`src/rtl/pc_stack_if.sv`:
```
// Control/observation bundle between the execute sequencer, the fetch path
// and the program-counter / return-stack unit.
interface pc_stack_if #(
  parameter int PC_WIDTH    = 11,
  parameter int STACK_DEPTH = 2
);
  localparam int PAGE_BITS = PC_WIDTH - 9;
  localparam int LVL_W     = $clog2(STACK_DEPTH + 1);

  logic                 q1_en;
  logic                 cmd_valid;
  logic [2:0]           cmd;
  logic [8:0]           imm;
  logic [PAGE_BITS-1:0] page_sel;
  logic [7:0]           pcl_data;
  logic                 clear_err;
  logic [PC_WIDTH-1:0]  pc;
  logic                 flush;
  logic [LVL_W-1:0]     stack_level;
  logic                 stack_overflow;
  logic                 stack_underflow;

  // Sequencer / fetch side.
  modport master (
    output q1_en, cmd_valid, cmd, imm, page_sel, pcl_data, clear_err,
    input  pc, flush, stack_level, stack_overflow, stack_underflow
  );

  // Program-counter unit side.
  modport slave (
    input  q1_en, cmd_valid, cmd, imm, page_sel, pcl_data, clear_err,
    output pc, flush, stack_level, stack_overflow, stack_underflow
  );
endinterface

```
`src/rtl/pc_stack_unit.sv`:
```
// Paged program counter with an N-deep circular return stack.
// A jump (GOTO/CALL/RETLW/PCL write) loads the target and holds it across
// the next Q1 so fetch resumes exactly at the target, with the in-flight
// instruction flushed. Stack level saturates; misuse raises sticky flags.
module pc_stack_unit #(
  parameter int                  PC_WIDTH    = 11,
  parameter int                  STACK_DEPTH = 2,
  parameter logic [PC_WIDTH-1:0] RESET_VEC   = '0
) (
  input  logic        clk,
  input  logic        rst_n,
  pc_stack_if.slave   bus
);

  localparam int PAGE_BITS = PC_WIDTH - 9;
  localparam int SP_W      = $clog2(STACK_DEPTH);
  localparam int LVL_W     = $clog2(STACK_DEPTH + 1);

  localparam logic [SP_W-1:0]  SP_LAST  = SP_W'(STACK_DEPTH - 1);
  localparam logic [LVL_W-1:0] LVL_FULL = LVL_W'(STACK_DEPTH);

  typedef enum logic [2:0] {
    CMD_NONE   = 3'd0,
    CMD_GOTO   = 3'd1,
    CMD_CALL   = 3'd2,
    CMD_RETLW  = 3'd3,
    CMD_SKIP   = 3'd4,
    CMD_PCL_WR = 3'd5
  } cmd_e;

  // Architectural state
  logic [PC_WIDTH-1:0] r_pc;
  logic                r_flush;
  logic                r_hold;
  logic [SP_W-1:0]     r_sp;
  logic [LVL_W-1:0]    r_level;
  logic                r_ovf;
  logic                r_udf;
  logic [PC_WIDTH-1:0] r_mem [STACK_DEPTH];

  // Next-state and helper nets
  logic [PC_WIDTH-1:0] w_pc_nxt;
  logic                w_flush_nxt;
  logic                w_hold_nxt;
  logic [SP_W-1:0]     w_sp_nxt;
  logic [LVL_W-1:0]    w_level_nxt;
  logic                w_ovf_nxt;
  logic                w_udf_nxt;
  logic                w_push;
  logic [SP_W-1:0]     w_sp_inc;
  logic [SP_W-1:0]     w_sp_dec;
  logic [PC_WIDTH-1:0] w_pc_inc;
  logic [PC_WIDTH-1:0] w_pop_data;
  logic [PC_WIDTH-1:0] w_call_tgt;
  logic [PC_WIDTH-1:0] w_goto_tgt;
  logic [PC_WIDTH-1:0] w_pcl_tgt;
  cmd_e                w_cmd;
  logic                w_cmd_act;

  // Stack pointer moves modulo STACK_DEPTH, which need not be a power of two.
  assign w_sp_inc   = (r_sp == SP_LAST) ? '0 : r_sp + SP_W'(1);
  assign w_sp_dec   = (r_sp == '0) ? SP_LAST : r_sp - SP_W'(1);
  assign w_pc_inc   = r_pc + PC_WIDTH'(1);
  assign w_pop_data = r_mem[w_sp_dec];

  // Jump targets: CALL and PCL writes can only reach the lower half of a page.
  assign w_goto_tgt = {bus.page_sel, bus.imm};
  assign w_call_tgt = {bus.page_sel, 1'b0, bus.imm[7:0]};
  assign w_pcl_tgt  = {bus.page_sel, 1'b0, bus.pcl_data};

  // Reserved opcodes decode as "no command" so a coincident Q1 still advances.
  assign w_cmd     = cmd_e'(bus.cmd);
  assign w_cmd_act = bus.cmd_valid &&
                     (w_cmd inside {CMD_GOTO, CMD_CALL, CMD_RETLW,
                                    CMD_SKIP, CMD_PCL_WR});

  // Next-state decode; a command always overrides a coincident Q1 strobe.
  always_comb begin
    // NOTE: every output of this block gets a default first, so no path
    // leaves a variable unassigned and no latch is inferred.
    w_pc_nxt    = r_pc;
    w_flush_nxt = r_flush;
    w_hold_nxt  = r_hold;
    w_sp_nxt    = r_sp;
    w_level_nxt = r_level;
    w_ovf_nxt   = r_ovf & ~bus.clear_err;
    w_udf_nxt   = r_udf & ~bus.clear_err;
    w_push      = 1'b0;

    if (w_cmd_act) begin
      case (w_cmd)
        CMD_GOTO: begin
          w_pc_nxt    = w_goto_tgt;
          w_hold_nxt  = 1'b1;
          w_flush_nxt = 1'b1;
        end
        CMD_CALL: begin
          w_push      = 1'b1;
          w_sp_nxt    = w_sp_inc;
          w_pc_nxt    = w_call_tgt;
          w_hold_nxt  = 1'b1;
          w_flush_nxt = 1'b1;
          // A full stack still pushes, overwriting the oldest return address.
          if (r_level == LVL_FULL) begin
            w_ovf_nxt = 1'b1;
          end else begin
            w_level_nxt = r_level + LVL_W'(1);
          end
        end
        CMD_RETLW: begin
          w_sp_nxt    = w_sp_dec;
          w_pc_nxt    = w_pop_data;
          w_hold_nxt  = 1'b1;
          w_flush_nxt = 1'b1;
          // An empty stack still pops the wrapped entry.
          if (r_level == '0) begin
            w_udf_nxt = 1'b1;
          end else begin
            w_level_nxt = r_level - LVL_W'(1);
          end
        end
        CMD_SKIP: begin
          w_flush_nxt = 1'b1;
        end
        CMD_PCL_WR: begin
          w_pc_nxt    = w_pcl_tgt;
          w_hold_nxt  = 1'b1;
          w_flush_nxt = 1'b1;
        end
        default: begin
        end
      endcase
    end else if (bus.q1_en) begin
      w_pc_nxt    = r_hold ? r_pc : w_pc_inc;
      w_hold_nxt  = 1'b0;
      w_flush_nxt = 1'b0;
    end
  end

  // Control and status registers with asynchronous reset.
  always_ff @(posedge clk or negedge rst_n) begin
    if (!rst_n) begin
      r_pc    <= RESET_VEC;
      r_flush <= 1'b0;
      r_hold  <= 1'b0;
      r_sp    <= '0;
      r_level <= '0;
      r_ovf   <= 1'b0;
      r_udf   <= 1'b0;
    end else begin
      // NOTE: sequential state uses non-blocking assignments so every
      // register samples the pre-edge values computed above.
      r_pc    <= w_pc_nxt;
      r_flush <= w_flush_nxt;
      r_hold  <= w_hold_nxt;
      r_sp    <= w_sp_nxt;
      r_level <= w_level_nxt;
      r_ovf   <= w_ovf_nxt;
      r_udf   <= w_udf_nxt;
    end
  end

  // Return-address storage, written at the current stack pointer on CALL.
  always_ff @(posedge clk) begin
    // NOTE: the stack array is deliberately not reset; entries are only
    // meaningful once pushed, and leaving it unreset lets it map to RAM.
    if (w_push) begin
      r_mem[r_sp] <= r_pc;
    end
  end

  assign bus.pc              = r_pc;
  assign bus.flush           = r_flush;
  assign bus.stack_level     = r_level;
  assign bus.stack_overflow  = r_ovf;
  assign bus.stack_underflow = r_udf;

endmodule

```
`src/flat_wrapper.sv`:
```
// flat-port wrapper written by rule: the top's interface ports become plain ports
module pc_stack_unit_flat 
#(
  parameter int                  PC_WIDTH    = 11,
  parameter int                  STACK_DEPTH = 2,
  parameter logic [PC_WIDTH-1:0] RESET_VEC   = '0
)
  (clk, rst_n, bus_q1_en, bus_cmd_valid, bus_cmd, bus_imm, bus_page_sel, bus_pcl_data, bus_clear_err, bus_pc, bus_flush, bus_stack_level, bus_stack_overflow, bus_stack_underflow);
  pc_stack_if #(.PC_WIDTH(PC_WIDTH), .STACK_DEPTH(STACK_DEPTH)) bus_i ();
  input  logic clk;
  input  logic rst_n;
  input wire logic [$bits(bus_i.q1_en)-1:0] bus_q1_en;
  input wire logic [$bits(bus_i.cmd_valid)-1:0] bus_cmd_valid;
  input wire logic [$bits(bus_i.cmd)-1:0] bus_cmd;
  input wire logic [$bits(bus_i.imm)-1:0] bus_imm;
  input wire logic [$bits(bus_i.page_sel)-1:0] bus_page_sel;
  input wire logic [$bits(bus_i.pcl_data)-1:0] bus_pcl_data;
  input wire logic [$bits(bus_i.clear_err)-1:0] bus_clear_err;
  output wire logic [$bits(bus_i.pc)-1:0] bus_pc;
  output wire logic [$bits(bus_i.flush)-1:0] bus_flush;
  output wire logic [$bits(bus_i.stack_level)-1:0] bus_stack_level;
  output wire logic [$bits(bus_i.stack_overflow)-1:0] bus_stack_overflow;
  output wire logic [$bits(bus_i.stack_underflow)-1:0] bus_stack_underflow;
  assign bus_i.q1_en = bus_q1_en;
  assign bus_i.cmd_valid = bus_cmd_valid;
  assign bus_i.cmd = bus_cmd;
  assign bus_i.imm = bus_imm;
  assign bus_i.page_sel = bus_page_sel;
  assign bus_i.pcl_data = bus_pcl_data;
  assign bus_i.clear_err = bus_clear_err;
  assign bus_pc = bus_i.pc;
  assign bus_flush = bus_i.flush;
  assign bus_stack_level = bus_i.stack_level;
  assign bus_stack_overflow = bus_i.stack_overflow;
  assign bus_stack_underflow = bus_i.stack_underflow;
  pc_stack_unit #(.PC_WIDTH(PC_WIDTH), .STACK_DEPTH(STACK_DEPTH), .RESET_VEC(RESET_VEC)) u_core (.clk(clk), .rst_n(rst_n), .bus(bus_i));
endmodule
```
`config.mk`:
```
export PLATFORM = sky130hd
export DESIGN_NAME = pc_stack_unit_flat
export DESIGN_NICKNAME = d
export VERILOG_FILES = /design/src/rtl/pc_stack_if.sv /design/src/rtl/pc_stack_unit.sv /design/src/flat_wrapper.sv
export SDC_FILE = /design/constraint.sdc
export NUM_CORES = 1
export LEC_CHECK = 0
export ABC_AREA = 1
export BUFFER_PORTS_ARGS = -buffer_cell sky130_fd_sc_hd__clkbuf_2
export CAP_MARGIN = 20
export CORE_MARGIN = 4
export CORE_UTILIZATION = 50
export CTS_CLUSTER_DIAMETER = 100
export DETAILED_ROUTE_END_ITERATION = 6
export PLACE_DENSITY = 0.73
export SETUP_SLACK_MARGIN = 0.3
export SLEW_MARGIN = 20
export SYNTH_ARGS = -nofsm -noshare
export SYNTH_HDL_FRONTEND = slang
export SYNTH_SLANG_ARGS = --single-unit
```
`constraint.sdc`:
```
create_clock -name clk -period 2 [get_ports clk]
set_clock_uncertainty 0.1 [all_clocks]
set_input_delay 0.2 -clock clk [delete_from_list [all_inputs] [get_ports clk]]
set_output_delay 0.2 -clock clk [all_outputs]
set_load 0.03 [all_outputs]
```
# Yosys cells after proc, flatten, opt, wreduce, memory -nomap -nowiden
# Memories as Yosys holds them, arrays and structs flattened.
# Index checks and enable logic that the tools add are counted.
# W data, S select, Z words.
# word_totals
out_inout_bits	16
regBits	18
n_memories	1
ramBits	22
elab_cells	65
inputBits	27
# mem_list
memory	words	word_bits	rd	rd_clocked_by_memory_dff	wr	line_no	rtl
u_core.r_mem	2	11	1	0	1	pc_stack_unit.sv:39	logic [PC_WIDTH-1:0] r_mem [STACK_DEPTH];
# classes
muxes	25
addsub	5
bitwise	3
n_reduce_logical	12
n_eq_ne	12
# op_table
operator	n
$pmux W11 S4	1
$mux W11	3
$mux W1	17
$add A11 B1 Y11 const B	1
$ne A2 B2 Y1 const B	5
$eq A3 B2 Y1 const B	2
$eq A3 B3 Y1 const B	2
$reduce_and A2 Y1	3
$ne A5 B5 Y1 const B	1
$reduce_bool A5 Y1	1
$reduce_or A5 Y1	1
$mux W2	2
$pmux W2 S2	1
$reduce_and A4 Y1	1
$reduce_bool A2 Y1	2
$reduce_or A4 Y1	1
$eq A3 B1 Y1 const B	1
$reduce_and A3 Y1	1
$add A2 B1 Y2 const B	1
$and A1 B1 Y1	2
$eq A2 B2 Y1 const B	1
$logic_not A2 Y1	1
$pmux W1 S2	1
$sub A2 B1 Y2 const B	1
4 further kinds	4

# Logic depth before layout (Yosys ltp)
# logic_depth
ltp_word	6
ltp_mapped	10
depth_no_buf	10

# Least setup slack after synthesis
# Ideal clock, no wire load.
# synth_timing
kind	in2reg
start	input port bus_cmd[2]
end	memory u_core.r_mem[1][0], enable pin
path_stages	6
required_time_ps	1522
t_arrival_ps	1259
setup_slack_ps	263
n_path_buf	0
setup_ps	378
path_cell_list	inv_1 > nand2_1 > inv_1 > nand2_1 > or2_2 > nor2_1
# synth_via
elab_chain_cells	6
word_cells_on_any_way	11
classes_between	eq/ne (5); mux (4); reduce/logical (2)
# synth_lines
item	line_no	rtl
start, declared	flat_wrapper.sv:14	input wire logic [$bits(bus_i.cmd)-1:0] bus_cmd;
$eq A3 B1 Y1 (tied with other cells)	pc_stack_unit.sv:74	(w_cmd inside {CMD_GOTO, CMD_CALL, CMD_RETLW,
$reduce_bool A5 Y1	pc_stack_unit.sv:74	
$logic_and A1 B1 Y1	pc_stack_unit.sv:73	assign w_cmd_act = bus.cmd_valid &&
$mux W1 (*)	pc_stack_unit.sv:90	if (w_cmd_act) begin
$mux W1 (*)	pc_stack_unit.sv:167	if (w_push) begin
$mux W1 (not written as such) (*)	pc_stack_unit.sv:168	r_mem[r_sp] <= r_pc;
end, declared	pc_stack_unit.sv:39	
# Every way passes the cells marked *; elsewhere a longest branch is shown, timed or not.

# Worst setup path in the final report
# layout_timing
start	register u_core.r_sp
end	register u_core.r_pc[5], in the netlist u_core.bus.pc[5]
# layout_via
elab_chain_cells	5
# layout_lines
item	line_no	rtl
start, declared	pc_stack_unit.sv:35	logic [SP_W-1:0] r_sp;
start signal, assigned	pc_stack_unit.sv:156	r_sp <= w_sp_nxt;
$sub A1 B1 Y1	pc_stack_unit.sv:62	assign w_sp_dec = (r_sp == '0) ? SP_LAST : r_sp - SP_W'(1);
$mux W1 (*)	pc_stack_unit.sv:62	
$mem_v2 Z2 W11 (*)	n/a	
$pmux W11 S4 (*)	pc_stack_unit.sv:91	case (w_cmd)
$mux W11 (*)	pc_stack_unit.sv:90	
end signal, assigned	pc_stack_unit.sv:153	r_pc <= w_pc_nxt;
end, declared	pc_stack_unit.sv:32	logic [PC_WIDTH-1:0] r_pc;
# Marked as above.
# A chain may end at the register's enable or synchronous reset.

==> results.md <==
* Grt total ovfl at 0
* Crit-path leading delay family: simple AND/OR/NAND/NOR gates
* Post-synth top area share at 30.2%
* TritonCTS clock tree: yes
* Via count at 1988
* Row count at 23
* Total GRT Usage at a little over a fifth
* Setup Crit Path Kind: flip-flop to flip-flop
* Syn_area_per_cell at 7.70 um^2
* CP max-delay cell: dfrtp_1
* Power Density at between 1000 and 1500 nW/um^2
* Initial antenna violation count at 0
* Fin area at approximately 2600 um^2
* DR WL/cell at roughly 14 um
* Bufs and invs on worst path at 1
* DPL Wire Length at 3.92 mm
* Clock Latency Late Sink at around 300 ps
* Vias in the first global route at 1835
* Crit path capture type: flip-flop
* Critical path's most frequent cell: nand2_1
* Fraction of registers with async set/reset at 45.0%
* Placed Area at approximately 2500 um^2
* Post-Synth Simple-Gate Area at 37.1%
* Yosys cell types at 22
* Post-Syn Area at 2190 um^2
* Commonest non-fill, non-tap cells in the layout: nand2_1, clkbuf_2, nand3_1
* Antenna-violating nets left at 0
* Multi-input combinational cell area at 923 um^2
* RSZ-0062 raised after global routing: no
* Total power at roughly 2.9 mW
* Gpl congestion at 0.861
* Filler Cell Count at 387
* Drt first pass iters at 5
* N_diodes at 0
* H-tree Lvls at 2
* Endpoints failing setup at 0
* Post-synthesis sequential area ratio at between 50% and 60%
* Startpoint types: flip-flop
* WP data arrival at ~1600 ps
* Synth Area in Compound Gates at 2.29%
* Yosys top cell by area: edfxtp_1
* Adder-cell share of the synthesized area at 0.572%
* Worst path max stage delay at 380 ps
* Cells after Synth at 284
* Final Cycle Share at 74.6%
* Mapped Nets at 312
* Final worst path period need at 1490 ps
* Die Area at 5500 um^2
* Fmax at 671 MHz
* DR DRC count at 0
* Num CTS Buffers at 5
* Number of enable flip-flop cells after synthesis at 22
* Global-route wire length before repair at around 8.9 mm
* Ratio of cells with drive above 1 in the final layout at 19.5%
* NumNets Final at 360
* Worst Max-Slew Pin Slew at 489 ps
* VDD IR-drop max at 0.729 mV
* Synth Area in XOR/XNOR at 2.00%
* Largest family of logic cells by synthesized area: simple AND/OR/NAND/NOR gates
* DP Cell Count at 374
* Final WL at 5.53 mm
* DR iter-0 viols at roughly 230
* Crit-path max FO at 13
* Root buf cell: clkbuf_8
* Worst hold path type: input pin to flip-flop
* Final hold slack at ~75 ps
* Worst Setup SP: u_core.r_sp$_DFFE_PN0P_
* Leakage at 1.36 nW
* Multiplexer share of the synthesized area at 0%
* Layout area overhead at 18.1%
* Vias per cell at 5.19
* Yosys reg bits at 40
* Commonest non-fill, non-tap cell in the layout: nand2_1
* Setup TNS at 0 ps
* Die width at 74.1 um
* MaxCap Viol Count at 0
* FF/Latch Area at 1110 um^2
* Synth warnings at 0
* Req. time, crit path at about 2100 ps
* Core area at 4120 um^2
* Cell Chain, Critical Path: inv_1 -> nand2_1 -> nand2_1 -> nand2_1 -> nand3_1 -> nand2_1 -> nand2_1 -> nand2_1 -> nand2_1
* Status: finished, final reports clean
* Clock slew at reported path FFs at 80 ps
* Final slew viol count at 0
* Final Hold Fails at 0
* CTS sink count at 40
* Port bufs at 42
* Die Y at approximately 74 um
* Hold wc startpoint: bus_clear_err
* Starting Density at between 50% and 60%
* Clock Path Buffers at 2
* Non-filler cells, final at 383
* Worst rel slew slack at between 60% and 70%
* Top_reg_cell synth: edfxtp_1
* Synth area leaders: edfxtp_1, nand2_1, dfrtp_1
* Reg-to-Reg Start: u_core.r_sp$_DFFE_PN0P_
* Num ports at 43
* Largest net degree at the start of global routing at 19
[tightest hold or removal path, delay by kind of cell]
kind / cells / cell delay [ps]
simple gates: 2 / 110
buf+inv: 2 / 130
[report_power, final]
part	internal (mW)	total [mW]	switching [mW]	leakage, nW
registers	1.05	1.25	0.203	0.427
clock network	0.364	0.647	0.283	0.0532
logic	0.310	0.970	0.661	0.882
total	1.72	2.87	1.15	1.36
[final cells by class]
class                   count  share of cell area [%]
flip-flops and latches     40                    43.1
clock inverters             3                    1.45
multi-input cells         208                    35.7
inverters                  26                    3.78
well taps                  50                    2.42
repair buffers             51                    10.8
clock buffers               5                    2.66
[cells in the mapped netlist (2+ instances only)]
| cell type | instances |
|---|---|
| edfxtp_1 | 22 |
| o21ai_0 | 6 |
| dfrtp_1 | 18 |
| nand3_2 | 2 |
| xor2_1 | 5 |
| or2_2 | 2 |
| nand3_1 | 40 |
| nand2_1 | 123 |
| buf_4 | 4 |
| inv_1 | 25 |
| buf_2 | 6 |
| nor2_1 | 20 |
| nand4_1 | 2 |
[kinds of logic (layout without fill, tap and decap cells)]
kind of cell | Yosys count | in the layout
flops | 40 | 40
xor+xnor | 5 | 5
buf+inv | 36 | 85
compound gates | 9 | 9
fa+ha+maj | 1 | 1
simple gates | 193 | 193
[registers in the layout, indices dropped and copies added (netlist names)]
name,flops
u_core.r_hold,1
u_core.r_sp,1
u_core.bus.stack_underflow,1
u_core.bus.stack_level,2
u_core.bus.pc,11
u_core.bus.stack_overflow,1
u_core.bus.flush,1
u_core.r_mem,22
[layer usage]
| metal | track usage [%] | part of all wire, % | vias up |
|---|---|---|---|
| li1 | - | - | 1000 |
| met1 | 31.3 | 45 | 901 |
| met2 | 33.3 | 46 | 79 |
| met3 | 4.19 | 7.6 | 8 |
| met4 | 6.64 | 1.5 | 0 |
| met5 | 0 | 0 | - |
[through the flow]
step                worst slack (ps)  util [%]
floorplan                        263         -
global placement                 380      59.8
detailed placement               331      59.8
CTS                              412      62.6
global route                     314      62.8
finish                           509      62.8
[path summary, 6_finish.rpt]
kind                                                        end  slack, ps  depth (start not counted)
setup / recovery                   u_core.bus.pc[5]$_DFFE_PN0P_        510                          9
hold / removal             u_core.bus.stack_underflow$_DFF_PN0_         70                          4
setup reg to reg                   u_core.bus.pc[5]$_DFFE_PN0P_        510                          9
hold reg to reg                    u_core.bus.flush$_DFFE_PN0P_        400                          1
max in group asynchronous          u_core.bus.pc[0]$_DFFE_PN0P_       1140                          2
min in group asynchronous          u_core.bus.pc[5]$_DFFE_PN0P_        290                          2
[timing repair]
action / 4_1_cts / 5_1_grt
hold buffers: 1 / 0
endpoints found under the setup margin: 0 / 4
buffers inserted: 0 / 0
gates resized for setup: 0 / 3
hold endpoints to repair: 18 / 0
(Power assumes the default switching activity.)
